===== src/rtl/usb_line_encoder.sv =====
// USB line encoder: SYNC, NRZI with bit stuffing, EOP, and per-symbol timing from a bit strobe counter.
// Define USB_TX_LOW_SPEED_EN for low-speed J/K polarity and a 32-cycle default bit period.
module usb_line_encoder #(
`ifdef USB_TX_LOW_SPEED_EN
  parameter int CLKS_PER_BIT = 32
`else
  parameter int CLKS_PER_BIT = 4
`endif
) (
  input  logic       clk,
  input  logic       rst_n,
  input  logic [7:0] tx_data,
  input  logic       tx_valid,
  output logic       tx_ready,
  output logic       usb_dp,
  output logic       usb_dn,
  output logic       usb_oe,
  output logic       tx_busy
);

`ifdef USB_TX_LOW_SPEED_EN
  localparam logic J_DP = 1'b0;
`else
  localparam logic J_DP = 1'b1;
`endif

  localparam int CW = (CLKS_PER_BIT > 2) ? $clog2(CLKS_PER_BIT) : 1;
  localparam logic [CW-1:0] CNT_MAX = CW'(CLKS_PER_BIT - 1);
  localparam logic [7:0] SYNC_BYTE = 8'h80;

  typedef enum logic [2:0] {
    IDLE,
    SYNC,
    DATA,
    EOP_SE0,
    EOP_J
  } state_t;

  state_t        state_q, state_d;
  logic [CW-1:0] cnt_q, cnt_d;
  logic [2:0]    bit_idx_q, bit_idx_d;
  logic [2:0]    ones_q, ones_d;
  logic [7:0]    shreg_q, shreg_d;
  logic          line_q, line_d;   // 1 = J level, 0 = K level

  logic       wrap;
  logic       stuff_due;
  logic [7:0] cur_byte;
  logic [2:0] nxt_idx;
  logic       send_bit;
  logic       bit_val;

  always_comb begin
    state_d   = state_q;
    cnt_d     = cnt_q;
    bit_idx_d = bit_idx_q;
    ones_d    = ones_q;
    shreg_d   = shreg_q;
    line_d    = line_q;
    tx_ready  = 1'b0;
    send_bit  = 1'b0;
    bit_val   = 1'b0;

    wrap      = (cnt_q == CNT_MAX);
    stuff_due = (ones_q == 3'd6);
    cur_byte  = (state_q == SYNC) ? SYNC_BYTE : shreg_q;
    nxt_idx   = bit_idx_q + 3'd1;

    if (state_q != IDLE) begin
      cnt_d = wrap ? '0 : cnt_q + CW'(1);
    end

    case (state_q)
      IDLE: begin
        cnt_d  = '0;
        line_d = 1'b1;
        if (tx_valid) begin
          state_d   = SYNC;
          bit_idx_d = 3'd0;
          ones_d    = 3'd0;
          line_d    = 1'b0;  // first SYNC bit is a 0: J toggles to K
        end
      end
      SYNC, DATA: begin
        // A pending stuff bit always goes out before the byte-boundary decision.
        tx_ready = wrap && (bit_idx_q == 3'd7) && !stuff_due;
        if (wrap) begin
          if (stuff_due) begin
            line_d = ~line_q;
            ones_d = 3'd0;
          end else if (bit_idx_q == 3'd7) begin
            bit_idx_d = 3'd0;
            if (tx_valid) begin
              state_d  = DATA;
              shreg_d  = tx_data;
              send_bit = 1'b1;
              bit_val  = tx_data[0];
            end else begin
              state_d = EOP_SE0;
              line_d  = 1'b1;
            end
          end else begin
            bit_idx_d = nxt_idx;
            send_bit  = 1'b1;
            bit_val   = cur_byte[nxt_idx];
          end
        end
      end
      EOP_SE0: begin
        if (wrap) begin
          if (bit_idx_q == 3'd1) begin
            state_d   = EOP_J;
            bit_idx_d = 3'd0;
          end else begin
            bit_idx_d = 3'd1;
          end
        end
      end
      EOP_J: begin
        if (wrap) begin
          state_d   = IDLE;
          bit_idx_d = 3'd0;
          ones_d    = 3'd0;
        end
      end
      default: state_d = IDLE;
    endcase

    if (send_bit) begin
      if (bit_val) begin
        ones_d = ones_q + 3'd1;
      end else begin
        line_d = ~line_q;
        ones_d = 3'd0;
      end
    end
  end

  always_ff @(posedge clk or negedge rst_n) begin
    if (!rst_n) begin
      state_q   <= IDLE;
      cnt_q     <= '0;
      bit_idx_q <= 3'd0;
      ones_q    <= 3'd0;
      shreg_q   <= 8'h00;
      line_q    <= 1'b1;
    end else begin
      state_q   <= state_d;
      cnt_q     <= cnt_d;
      bit_idx_q <= bit_idx_d;
      ones_q    <= ones_d;
      shreg_q   <= shreg_d;
      line_q    <= line_d;
    end
  end

  logic se0;
  assign se0     = (state_q == EOP_SE0);
  assign usb_oe  = (state_q != IDLE);
  assign tx_busy = (state_q != IDLE);
  assign usb_dp  = se0 ? 1'b0 : (line_q ? J_DP : ~J_DP);
  assign usb_dn  = se0 ? 1'b0 : (line_q ? ~J_DP : J_DP);

endmodule

===== config.mk =====
export PLATFORM = sky130hd
export DESIGN_NAME = usb_line_encoder
export DESIGN_NICKNAME = d
export VERILOG_FILES = /design/src/rtl/usb_line_encoder.sv
export SDC_FILE = /design/constraint.sdc
export NUM_CORES = 1
export LEC_CHECK = 0
export ABC_AREA = 1
export CORE_MARGIN = 3
export CORE_UTILIZATION = 55
export DETAILED_ROUTE_END_ITERATION = 10
export DONT_BUFFER_PORTS = 1
export GPL_TIMING_DRIVEN = 0
export PLACE_DENSITY = 0.7
export SLEW_MARGIN = 30
export SYNTH_ARGS = -nofsm -noshare
export SYNTH_HDL_FRONTEND = slang
export SYNTH_SLANG_ARGS = --single-unit

===== constraint.sdc =====
create_clock -name clk -period 2.5 [get_ports clk]
set_input_delay 0.5 -clock clk [delete_from_list [all_inputs] [get_ports clk]]
set_output_delay 0.5 -clock clk [all_outputs]
set_load 0.005 [all_outputs]

==> key figures <==
Pwr
  • Leakage: 0.712 nW
  • Sw frac: between 40% and 50%
  • Part of the power in registers: 39.5%
  • Internal: 634 uW
  • Gate power share: 46.2%
  • Switch Pwr: 478 uW
  • Clock network power share: 14.3%
  • PnR Total Power: 1.11 mW
  • Pwr/cell area: about 830 nW/um2
  • Max VDD drop: 0.466 mV

Synth
  • Post-Syn Instances: 144
  • Synth area leaders: dfrtp_1 37%, nand2_1 12%, mux2_4 9.5%, ha_1 5.9%, inv_1 4.4%
  • Count of cell types in the netlist: 30
  • Top-area cell type share of the netlist area: 37.4%
  • Sequential cell area fraction in the yosys report: between 30 and 40%
  • Ys async rst share: 100%
  • Syn_nets: about 160
  • Synth Register Bits: 20
  • Cell taking the most area after synthesis: dfrtp_1
  • Syn Std Cell Area: between 1000 and 1500 um2
  • Ys flop type: dfrtp_1
  • Number of enable flip-flop cells after synthesis: 0
  • Syn avg cell area: 8.82 um2
  • Yosys warning total: 0

Route
  • Routed Antenna Nets: 0
  • Post-Route WL: approximately 2.2 mm
  • Routed len/inst: approximately 12 um
  • Remaining DRCs: 0
  • First DRT Iteration DRCs: 13
  • Mean number of vias per cell: 5.18
  • Initial DRT Pass Iterations: 4
  • Vias: between 900 and 1k

Clock tree
  • Post-CTS resize count: 0
  • CTS Buffer Depth: 2
  • Clk Latency, worst-skew pair: 310 ps
  • Clock root buffer master: clkbuf_4
  • CTS H-tree depth: 1
  • # clock sinks: 20
  • CTS tree: built
  • Reg clk slew, reported paths: 110 ps
  • Total CTS buffers: 3

GRT
  • Total GRT Usage: about 18%
  • Number of global-route vias before repair: between 800 and 900
  • Antenna violations before repair: 0
  • Total grt overflow: 0
  • First-pass GRT wire length: 3.72 mm
  • Pin count of the biggest net entering global routing: 20

Critical path
  • Critical Path RT: roughly 2000 ps
  • FF-to-FF Start: bit_idx_q[0]
  • Start point of the critical path: bit_idx_q[0]
  • Top fanout value on the critical path: 9
  • CP Capture Type: primary output
  • Slowest cell on the critical path: dfrtp_1
  • Most frequent CP cell: ha_1
  • Largest stage delay on the critical path: 520 ps
  • Setup Crit Path Kind: reg2out
  • CP cell instances: ha_1 -> ha_1 -> inv_1 -> nor3_4 -> nand2_4 -> inv_6
  • Worst EP arrival: between 1500 and 2000 ps
  • CP delay by family, top: flip-flops
  • Startpoint Class: flop
  • Buf/Inv on CP: 2

Timing
  • Final hold slack: 28.7 ps
  • Final Hold Viols: 0
  • Tcrit/Tclk final: 89.5%
  • Setup TNS: 0 ps
  • Min Tclk post-route: 2240 ps
  • Setup WS post-layout: 261 ps
  • Clock Skew: 13.3 ps
  • RSZ-0062 raised after global routing: false
  • Pins over their slew limit: 0
  • Max_slew headroom: 43.3%
  • Maximum clock rate: 447 MHz
  • Final setup vio count: 0
  • Slew at the pin closest to its max-slew limit: 848 ps

Finish
  • N_diodes: 0
  • Nets: 167
  • Share of cells above drive strength 1: 22.1%
  • Core Util, Final: 65.0%
  • P&R area growth vs syn: 5.52%

Run status
  • Status: complete, no violations

Placed design
  • Pre-CTS WS: 529 ps
  • Port bufs: 0
  • GP Congestion: 0.761
  • Hpwl dp: 1.69 mm

Floorplan
  • DIE AREA: 2920 um2
  • Die H: 54.1 um
  • Core Rows: 16
  • Core box area: 2060 um2
  • I/O pin count: 16
  • Initial Utilization: 61.6%
  • Die X: 54.1 um

Job
  • Max-cap viol count: 0

Worst hold path
  • Hold/Removal Path Class: in2async
-- repair_timing --
action	4_1_cts	5_1_grt
endpoints found under the hold margin	19	0
setup buffers	0	0
hold buffers	1	0
-- worst paths after layout --
| check | end | slack [ps] | cells after the start |
|---|---|---|---|
| hold reg to reg | cnt_q[0] | 440 | 1 |
| setup reg to reg | ones_q[1] | 490 | 10 |
| hold / removal | line_q | 30 | 0 |
| max in group asynchronous | shreg_q[2] | 1240 | 1 |
| min in group clk | shreg_q[7] | 330 | 1 |
| setup / recovery | tx_ready | 260 | 6 |
-- cells in the mapped netlist, drive strengths merged, types with 2 or more instances --
master	number
o21ai	9
dfrtp	19
nand3	7
nand4	2
a21oi	3
nor2	12
o31ai	2
inv	21
nand2	45
mux2	8
nor3	4
ha	6
-- power groups by stage --
stage                     Clock, mW  Sequential (mW)  Combinational (mW)
after floorplan                   0            0.432               0.429
after global placement            0            0.445               0.504
after detailed placement          0            0.447               0.511
after CTS                     0.169            0.439               0.519
after global routing          0.180            0.451               0.588
final                         0.159            0.439               0.514
-- metrics by stage --
step           cells  area [um2]
2_1_floorplan    144        1270
3_3_place_gp     171        1300
3_5_place_dp     171        1300
4_1_cts          176        1340
5_1_grt          176        1340
6_report         176        1340
-- routing by layer --
metal | GRT usage [%] | wire (um) | up-vias
met4 | 6.22 | 31 | 0
li1 | - | - | 477
met3 | 5.82 | 98 | 5
met2 | 27.6 | 941 | 16
met5 | 0 | 0 | -
met1 | 23.4 | 1110 | 414
-- state kept, by name, summed over array words and instances (netlist names) --
register	cells
shreg_q	8
ones_q	3
bit_idx_q	3
line_q	1
state_q	3
cnt_q	2
-- placed cells by master (no fill, tap or decap), drive strengths merged --
cell	netlist	routed
nand3	7	7
xor2	1	1
nand2	45	45
o31ai	2	2
nor2	12	12
mux2	8	8
nand4	2	2
dlygate4sd3	0	1
a21oi	3	3
o21a	1	1
o221ai	1	1
buf	1	1
dfrtp	19	19
dfstp	1	1
nor3	4	4
clkbuf	0	4
a21boi	1	1
ha	6	6
o21ai	9	9
inv	21	21
-- layout make-up --
cell class | instances | area [um2]
clock buffer | 4 | 26.3
inverter | 21 | 88.8
buffer | 1 | 7.51
fill | 192 | 722
tap | 27 | 33.8
sequential | 20 | 502
timing repair buffer | 1 | 10.0
multi-input combinational | 102 | 672
-- kinds of logic (layout without fill, tap and decap cells) --
| kind of cell | count (synthesis) | after routing | synth area share [%] |
|---|---|---|---|
| AOI/OAI and AO/OA | 17 | 17 | 8.67 |
| and+or+nand+nor | 70 | 70 | 28.2 |
| adders and majority gates | 6 | 6 | 5.91 |
| buffers and inverters | 22 | 27 | 7.59 |
| muxes | 8 | 8 | 9.46 |
| DFF | 20 | 20 | 39.5 |
| xor gates and xnor gates | 1 | 1 | 0.690 |
Power figures use the tool's default switching activity.
